## config.mk

```make
export PLATFORM = sky130hd
export DESIGN_NAME = uart_tx_arbiter
export DESIGN_NICKNAME = d
export VERILOG_FILES = /design/src/rtl/uart_tx_arbiter_pkg.sv /design/src/rtl/uart_rr_pick.sv /design/src/rtl/uart_tx_arbiter.sv
export SDC_FILE = /design/constraint.sdc
export NUM_CORES = 1
export LEC_CHECK = 0
export CAP_MARGIN = 20
export CORE_AREA = 2 2 69 78
export CTS_CLUSTER_DIAMETER = 30
export CTS_CLUSTER_SIZE = 12
export DETAILED_ROUTE_END_ITERATION = 12
export DIE_AREA = 0 0 71 80
export PLACE_DENSITY = 0.73
export SYNTH_ARGS = -nofsm -noshare
export SYNTH_HDL_FRONTEND = slang
export SYNTH_SLANG_ARGS = --single-unit
```

## constraint.sdc

```tcl
create_clock -name clk -period 1.7 [get_ports clk]
set_input_delay 0.34 -clock clk [delete_from_list [all_inputs] [get_ports clk]]
set_output_delay 0.34 -clock clk [all_outputs]
set_load 0.02 [all_outputs]
```

## src/rtl/uart_tx_arbiter_pkg.sv

```systemverilog
// Shared constants and types for the UART TX arbiter and its request picker.
// Timeout default covers one 11-bit frame at 5208 clocks per bit plus slack.
package uart_tx_arbiter_pkg;

    localparam int unsigned UART_DATA_WIDTH  = 8;
    localparam int unsigned UART_FRAME_WIDTH = 11;
    localparam int unsigned RX_CLOCK_WIDTH   = 5208;
    localparam int unsigned UART_TX_TIMEOUT  = UART_FRAME_WIDTH * RX_CLOCK_WIDTH + 1024;
    localparam int unsigned UART_ARB_MAX_REQ = 8;

    typedef enum logic [1:0] {
        ARB_IDLE,
        ARB_START,
        ARB_WAIT_ACK,
        ARB_WAIT_DONE
    } uart_arb_fsm_e;

    // Round-robin successor of index g among n requesters.
    function automatic int unsigned rr_next(input int unsigned g, input int unsigned n);
        return (g == n - 1) ? 0 : g + 1;
    endfunction

endpackage

```

## src/rtl/uart_rr_pick.sv

```systemverilog
// Combinational request picker: first valid request found scanning upward from ptr,
// wrapping past NUM_REQ-1 to 0.
module uart_rr_pick #(
    parameter int unsigned NUM_REQ = 4
) (
    input  logic [NUM_REQ-1:0]         valid,
    input  logic [$clog2(NUM_REQ)-1:0] ptr,
    output logic [NUM_REQ-1:0]         grant,
    output logic [$clog2(NUM_REQ)-1:0] idx,
    output logic                       any
);

    localparam int unsigned IdxW = $clog2(NUM_REQ);

    int unsigned cand;

    always_comb begin
        grant = '0;
        idx   = '0;
        any   = 1'b0;
        cand  = 0;
        for (int unsigned i = 0; i < NUM_REQ; i++) begin
            cand = 32'(ptr) + i;
            if (cand >= NUM_REQ) begin
                cand = cand - NUM_REQ;
            end
            if (!any && valid[IdxW'(cand)]) begin
                any = 1'b1;
                idx = IdxW'(cand);
            end
        end
        if (any) begin
            grant[idx] = 1'b1;
        end
    end

endmodule

```

## src/rtl/uart_tx_arbiter.sv

```systemverilog
// Shares one UART TX core among NUM_REQ byte producers with a hung-core watchdog.
// Define UART_ARB_RR_EN for round-robin arbitration; otherwise index 0 has fixed priority.
module uart_tx_arbiter
    import uart_tx_arbiter_pkg::*;
#(
    parameter int unsigned NUM_REQ    = 4,
    parameter int unsigned TX_TIMEOUT = UART_TX_TIMEOUT
) (
    input  logic                               clk,
    input  logic                               rst_n,
    input  logic [NUM_REQ-1:0]                 req_valid,
    input  logic [NUM_REQ*UART_DATA_WIDTH-1:0] req_data,
    output logic [NUM_REQ-1:0]                 req_ready,
    output logic                               tx_start,
    output logic [UART_DATA_WIDTH-1:0]         tx_byte,
    input  logic                               tx_busy,
    output logic [$clog2(NUM_REQ)-1:0]         grant_id,
    output logic                               arb_busy,
    output logic                               timeout_err,
    input  logic                               err_clr
);

    localparam int unsigned      IdxW     = $clog2(NUM_REQ);
    localparam int unsigned      WdogW    = $clog2(TX_TIMEOUT + 1);
    localparam logic [WdogW-1:0] WdogLast = WdogW'(TX_TIMEOUT - 1);

    uart_arb_fsm_e              state_q;
    logic                       tx_start_q;
    logic                       arb_busy_q;
    logic [UART_DATA_WIDTH-1:0] tx_byte_q;
    logic [IdxW-1:0]            grant_id_q;
    logic                       timeout_err_q;
    logic [WdogW-1:0]           wdog_q;

    logic [IdxW-1:0]            ptr;
    logic [NUM_REQ-1:0]         pick_grant;
    logic [IdxW-1:0]            pick_idx;
    logic                       pick_any;
    logic [UART_DATA_WIDTH-1:0] pick_byte;
    logic                       wdog_fire;

    uart_rr_pick #(
        .NUM_REQ(NUM_REQ)
    ) u_pick (
        .valid(req_valid),
        .ptr  (ptr),
        .grant(pick_grant),
        .idx  (pick_idx),
        .any  (pick_any)
    );

`ifdef UART_ARB_RR_EN
    logic [IdxW-1:0] ptr_q;

    always_ff @(posedge clk or negedge rst_n) begin
        if (!rst_n) begin
            ptr_q <= '0;
        end else if (state_q == ARB_IDLE && pick_any) begin
            ptr_q <= IdxW'(rr_next(32'(pick_idx), NUM_REQ));
        end
    end

    assign ptr = ptr_q;
`else
    assign ptr = '0;
`endif

    assign pick_byte = req_data[pick_idx*UART_DATA_WIDTH +: UART_DATA_WIDTH];
    assign wdog_fire = (state_q == ARB_WAIT_ACK || state_q == ARB_WAIT_DONE) &&
                       (wdog_q == WdogLast);

    // Accept is offered only while idle; the picker's grant is already one-hot.
    assign req_ready = (state_q == ARB_IDLE) ? pick_grant : '0;

    always_ff @(posedge clk or negedge rst_n) begin
        if (!rst_n) begin
            state_q       <= ARB_IDLE;
            tx_start_q    <= 1'b0;
            arb_busy_q    <= 1'b0;
            tx_byte_q     <= '0;
            grant_id_q    <= '0;
            wdog_q        <= '0;
            timeout_err_q <= 1'b0;
        end else begin
            case (state_q)
                ARB_IDLE: begin
                    if (pick_any) begin
                        tx_byte_q  <= pick_byte;
                        grant_id_q <= pick_idx;
                        tx_start_q <= 1'b1;
                        arb_busy_q <= 1'b1;
                        state_q    <= ARB_START;
                    end
                end
                ARB_START: begin
                    tx_start_q <= 1'b0;
                    wdog_q     <= '0;
                    state_q    <= ARB_WAIT_ACK;
                end
                ARB_WAIT_ACK: begin
                    wdog_q <= wdog_q + 1'b1;
                    if (wdog_fire) begin
                        arb_busy_q <= 1'b0;
                        state_q    <= ARB_IDLE;
                    end else if (tx_busy) begin
                        state_q <= ARB_WAIT_DONE;
                    end
                end
                ARB_WAIT_DONE: begin
                    wdog_q <= wdog_q + 1'b1;
                    if (wdog_fire || !tx_busy) begin
                        arb_busy_q <= 1'b0;
                        state_q    <= ARB_IDLE;
                    end
                end
                default: begin
                    tx_start_q <= 1'b0;
                    arb_busy_q <= 1'b0;
                    state_q    <= ARB_IDLE;
                end
            endcase

            // A watchdog hit in the same cycle as a clear leaves the flag set.
            if (wdog_fire) begin
                timeout_err_q <= 1'b1;
            end else if (err_clr) begin
                timeout_err_q <= 1'b0;
            end
        end
    end

    assign tx_start    = tx_start_q;
    assign arb_busy    = arb_busy_q;
    assign tx_byte     = tx_byte_q;
    assign grant_id    = grant_id_q;
    assign timeout_err = timeout_err_q;

endmodule

```

== Word-level counts from Yosys, hierarchy flattened ==
Cells that the tools add are included.

* Flip-flop bits (word level): 31
* Latch bits: 0
* RAM bits: 0
* ROM bits: 0
* Input port bits: 40
* Output and inout bits: 17
* Logic and storage cells: 64
* Memories kept: 0

* $add $sub $neg: 1
* $mul: 0
* Div/mod/pow operators: 0
* Order comparisons: 2
* Equality and inequality tests: 8
* Shifts and indexed selects: 1
* Muxes and demuxes: 24
* Bitwise gates (word level): 0
* Reductions and logical operators: 21

{| class="wikitable"
|+ Operator list
! kind !! number
|-
| 16-bit case mux with 2 select lines || 1
|-
| 32-bit by 6-bit indexed part select with 8-bit output || 1
|-
| 16-bit by 1-bit adder with 16-bit output (second input constant) || 1
|-
| 16-bit equality test (second input constant) || 1
|-
| 2-bit 2-to-1 mux || 6
|-
| 1-bit 2-to-1 mux || 11
|-
| 4-bit 2-to-1 mux || 2
|-
| 2-bit case mux with 4 select lines || 1
|-
| 2-bit nonzero test || 3
|-
| 1-bit logical AND || 5
|-
| 2-bit equality test (second input constant) || 2
|-
| 1-bit logical NOT || 4
|-
| 2-bit inequality test (second input constant) || 2
|-
| 2-bit AND reduction || 2
|-
| 4-bit AND reduction || 1
|-
| 2-bit by 3-bit < comparator with 1-bit output (second input constant) || 1
|-
| 3-bit inequality test (second input constant) || 1
|-
| 1-bit case mux with 3 select lines || 1
|-
| 3-bit AND reduction || 1
|-
| 3-bit nonzero test || 1
|-
| 1-bit demux with 2-bit select || 1
|-
| 2-bit by 1-bit equality test with 1-bit output (second input constant) || 1
|-
| 2-bit by 1-bit greater-or-equal comparator with 1-bit output (second input constant) || 1
|-
| 2-bit logical NOT || 1
|-
| other kinds (4) || 5
|}

== Logic depth before layout (Yosys ltp) ==
* Word-level depth: 16
* Gate-level depth with buffers: 6
* Mapped depth without buffers: 5

== Cells and area by module ==
From an unflattened synthesis, not the netlist that was laid out.

* Cells, all modules: 165
* Area, all modules: 1833.0 um^2

{| class="wikitable"
|+ Modules (own cells, without submodules)
! module !! instances !! cells each !! area each (um^2) !! sequential area each (um^2)
|-
| uart_tx_arbiter || 1 || 132 || 1621.6 || 775.7
|-
| uart_rr_pick || 1 || 33 || 211.5 || 0.0
|}

== Worst setup path after synthesis ==
No wires, ideal clock.

* Path type: register to output
* Start: reg state_q[1]
* End: out req_ready[3]
* Data arrival time: 1.550 ns
* Required time: 1.360 ns
* Path slack: -0.190 ns
* Stages on the path, launching flop included: 5
* Buffers on the path: 2
* Path through: dfrtp_1 > buf_4 > nor2_2 > buf_2 > nor4bb_1

* Cells in the longest elaborated chain, start to end: 2

{| class="wikitable"
|+ RTL lines
! item !! RTL line !! text
|-
| from (decl) || uart_tx_arbiter.sv:27 || <nowiki>uart_arb_fsm_e state_q;</nowiki>
|-
| from (signal assigned) || uart_tx_arbiter.sv:77 || <nowiki>state_q <= ARB_IDLE;</nowiki>
|-
| from (signal assigned) || uart_tx_arbiter.sv:92 || <nowiki>state_q <= ARB_START;</nowiki>
|-
| from (signal assigned) || uart_tx_arbiter.sv:98 || <nowiki>state_q <= ARB_WAIT_ACK;</nowiki>
|-
| 2-bit logical NOT || uart_tx_arbiter.sv:73 || <nowiki>assign req_ready = (state_q == ARB_IDLE) ? pick_grant : '0;</nowiki>
|-
| 4-bit 2-to-1 mux || uart_tx_arbiter.sv:73 ||
|-
| to (decl) || uart_tx_arbiter.sv:13 || <nowiki>output logic [NUM_REQ-1:0] req_ready,</nowiki>
|}

No other way between the ends.

== Worst setup path after layout ==
* Start: reg state_q[0]
* End: out req_ready[2]

The elaborated chain is that of the path after synthesis.

==> flow_metrics.tcl <==
set metrics [dict create \
    status "finished clean" \
    grt_overflow 0 \
    cts_num_sinks 31 \
    numCtsBuffers 5 \
    p_leak_nw 1.114 \
    arrival_ns 1.29 \
    antenna_left 0 \
    drive_gt1_frac 0.1687 \
    clk_path_buf_depth 2 \
    dieArea_um2 5680 \
    wl_um 4126 \
    place_area_um2 2391 \
    grt_max_degree 32 \
    critPathBufInv 2 \
    cp-start-kind "flop" \
    area_growth_pct 49.89 \
    vias 1552 \
    critPathRequiredTime_ns 1.36 \
    yosys-top-cells-area "dfrtp_1 (46%), a21oi_1 (5.4%), mux2i_1 (5.4%)" \
    async_reset_ff_frac 1.000 \
    drt-initial-drc-count 64 \
    ys_ff_latch 31 \
    hold_path_class "input port to asynchronous set/reset pin" \
    max-vdd-ir-drop_mv 0.5272 \
    finClkSkew_ns 0.004509 \
    synth_edf_count 0 \
    tightest_slew_ns 0.4811 \
    period_share 0.9613 \
    pin_count 57 \
    crit_path_top_delay_cell "dfrtp_1" \
    clkSlewWorstSetupHoldPaths_ns 0.06 \
    hold_violations 0 \
    synth_seq_area_share 0.4637 \
    grt_pass1_vias 1541 \
    maxSlewHeadroom 0.6793 \
    slowest_delay_ns 0.40 \
    routabilityCongestion 0.8057 \
    num_rows 27 \
    syn_inst 172 \
    first_pass_iters 5 \
    worstPathCellList "buf_4 > nor4b_2 > buf_2" \
    viasPerCell 5.156 \
    crit_fanout 3 \
    synth_area_leader_cell "dfrtp_1" \
    hold_buffers 0 \
    r2r_slack_ns 0.20 \
    grt_pass1_wl_um 7031 \
    synth.net_count 213 \
    clk_latency_ns 0.28 \
    finalCriticalPeriod_ns 1.634 \
    tritoncts "done" \
    initial_core_util 0.3415 \
    synth_common_cells "dfrtp_1 (31), nand2_1 (22), a21oi_1 (18)" \
    synth.avg_cell_area_um2 9.726 \
    worstSetupPathType "flop to output pin" \
    die_x_um 71 \
    grt_util_all_layers 0.1575 \
    power_density_nw_per_um2 1248 \
    io_buffers 56 \
    finalSetupTns_ns 0 \
    cp_top_family "flip-flops" \
    wire_per_inst_um 13.71 \
    critPathCaptureType "output pin" \
    synth_ff_type "dfrtp_1" \
    setup_violations 0 \
    yosysMostFrequentCell "dfrtp_1" \
    nFillCells 450 \
    maxCapViolCount 0 \
    place_ws_ns -0.6332 \
    slew_violations 0 \
    antenna_cells 0 \
    syn_area_um2 1673 \
    antenna_found_initial 0 \
    max_clock_freq_mhz 611.9 \
    ys_warn_count 0 \
    fin_ws_ns 0.06580 \
    die_h_um 80 \
    cts-root-buf "clkbuf_8" \
    dp_hpwl_um 3106 \
    grt_setup_unrepaired "no" \
    yosysUniqueCellTypes 42 \
    final_cell_area_um2 2507 \
    design.core.area_um2 4898 \
    drc_errors 0 \
    htreeDepth 2 \
    synth_top_area_share 0.4637 \
    finalNetCount 283 \
]
[power breakdown]
group          internal, W  total (W)  switching [W]
Combinational     0.000692    0.00135       0.000655
Sequential        0.000962    0.00115       0.000185
Clock             0.000369   0.000634       0.000265
Total              0.00202    0.00313        0.00111
[registers in the layout, summed over array words and instances, names as in the netlist]
register,flops
wdog_q,16
tx_byte,8
grant_id,2
state_q,2
arb_busy,1
timeout_err,1
tx_start,1
[layout by cell type (no fill, tap or decap), types with 3 or more instances in the layout]
cell type	n
clkbuf_8	7
buf_4	20
nand2_1	22
a21oi_1	18
a221oi_1	8
nand4_1	4
dfrtp_1	31
nand3_1	7
mux2i_1	9
a22o_1	3
clkdlybuf4s50_1	48
nor2_1	14
nand3b_1	9
[cell type report]
| cell class | count | area [µm²] | share of cell area |
|---|---|---|---|
| sequential | 31 | 775.7 | 0.3094 |
| tap | 58 | 72.57 | 0.02894 |
| timing repair buffer | 74 | 685.7 | 0.2735 |
| multi-input combinational | 129 | 869.6 | 0.3468 |
| clock buffer | 8 | 100.1 | 0.03992 |
| inverter | 1 | 3.754 | 0.001497 |
[through the flow]
step | util | hold slack (ns) | std cells | power [W]
final | 0.5119 | 0.4554 | 301 | 0.003129
after floorplan | - | 0.04441 | 172 | 0.001867
after global placement | 0.4881 | 0.4586 | 292 | 0.002463
after global routing | 0.5119 | 0.4915 | 301 | 0.003328
after CTS | 0.5065 | 0.4637 | 301 | 0.003144
after detailed placement | 0.4881 | 0.4727 | 292 | 0.002496
[worst paths after layout]
check                                  from            to  depth (start not counted)
min in group clk                timeout_err   timeout_err                          1
worst max register to register   wdog_q[10]    state_q[0]                          4
worst min-delay path                  rst_n    wdog_q[10]                          2
worst min register to register  timeout_err   timeout_err                          1
max in group asynchronous             rst_n    tx_byte[1]                          2
worst max-delay path             state_q[0]  req_ready[2]                          3
[timing repair]
item                                    in CTS  in global routing
resized for setup                           22                  8
setup buffers                                1                  0
pin swaps                                    3                  2
endpoints found under the setup margin       4                  8
[per-layer routing]
metal  vias up  GRT usage  routed length (µm)
met5         -          0                   0
met4         0    0.06226                  69
met3         4    0.05303                 264
met2        43     0.2626                2014
met1       738     0.1860                1777
li1        767          -                   -
[cells by family (layout without fill, tap and decap cells)]
group                    count (synthesis)  count (layout)  share of synthesized area
XOR/XNOR                                 3               3                    0.01571
flip-flops                              31              31                     0.4637
AO/OA/AOI/OAI                           37              37                     0.1451
adder cells (fa/ha/maj)                  1               1                   0.007478
multiplexers                            10              10                    0.06059
AND/OR/NAND/NOR                         78              78                     0.2723
buffers and inverters                   12              83                    0.03516
Note: power is estimated with default switching activity, not from simulation.
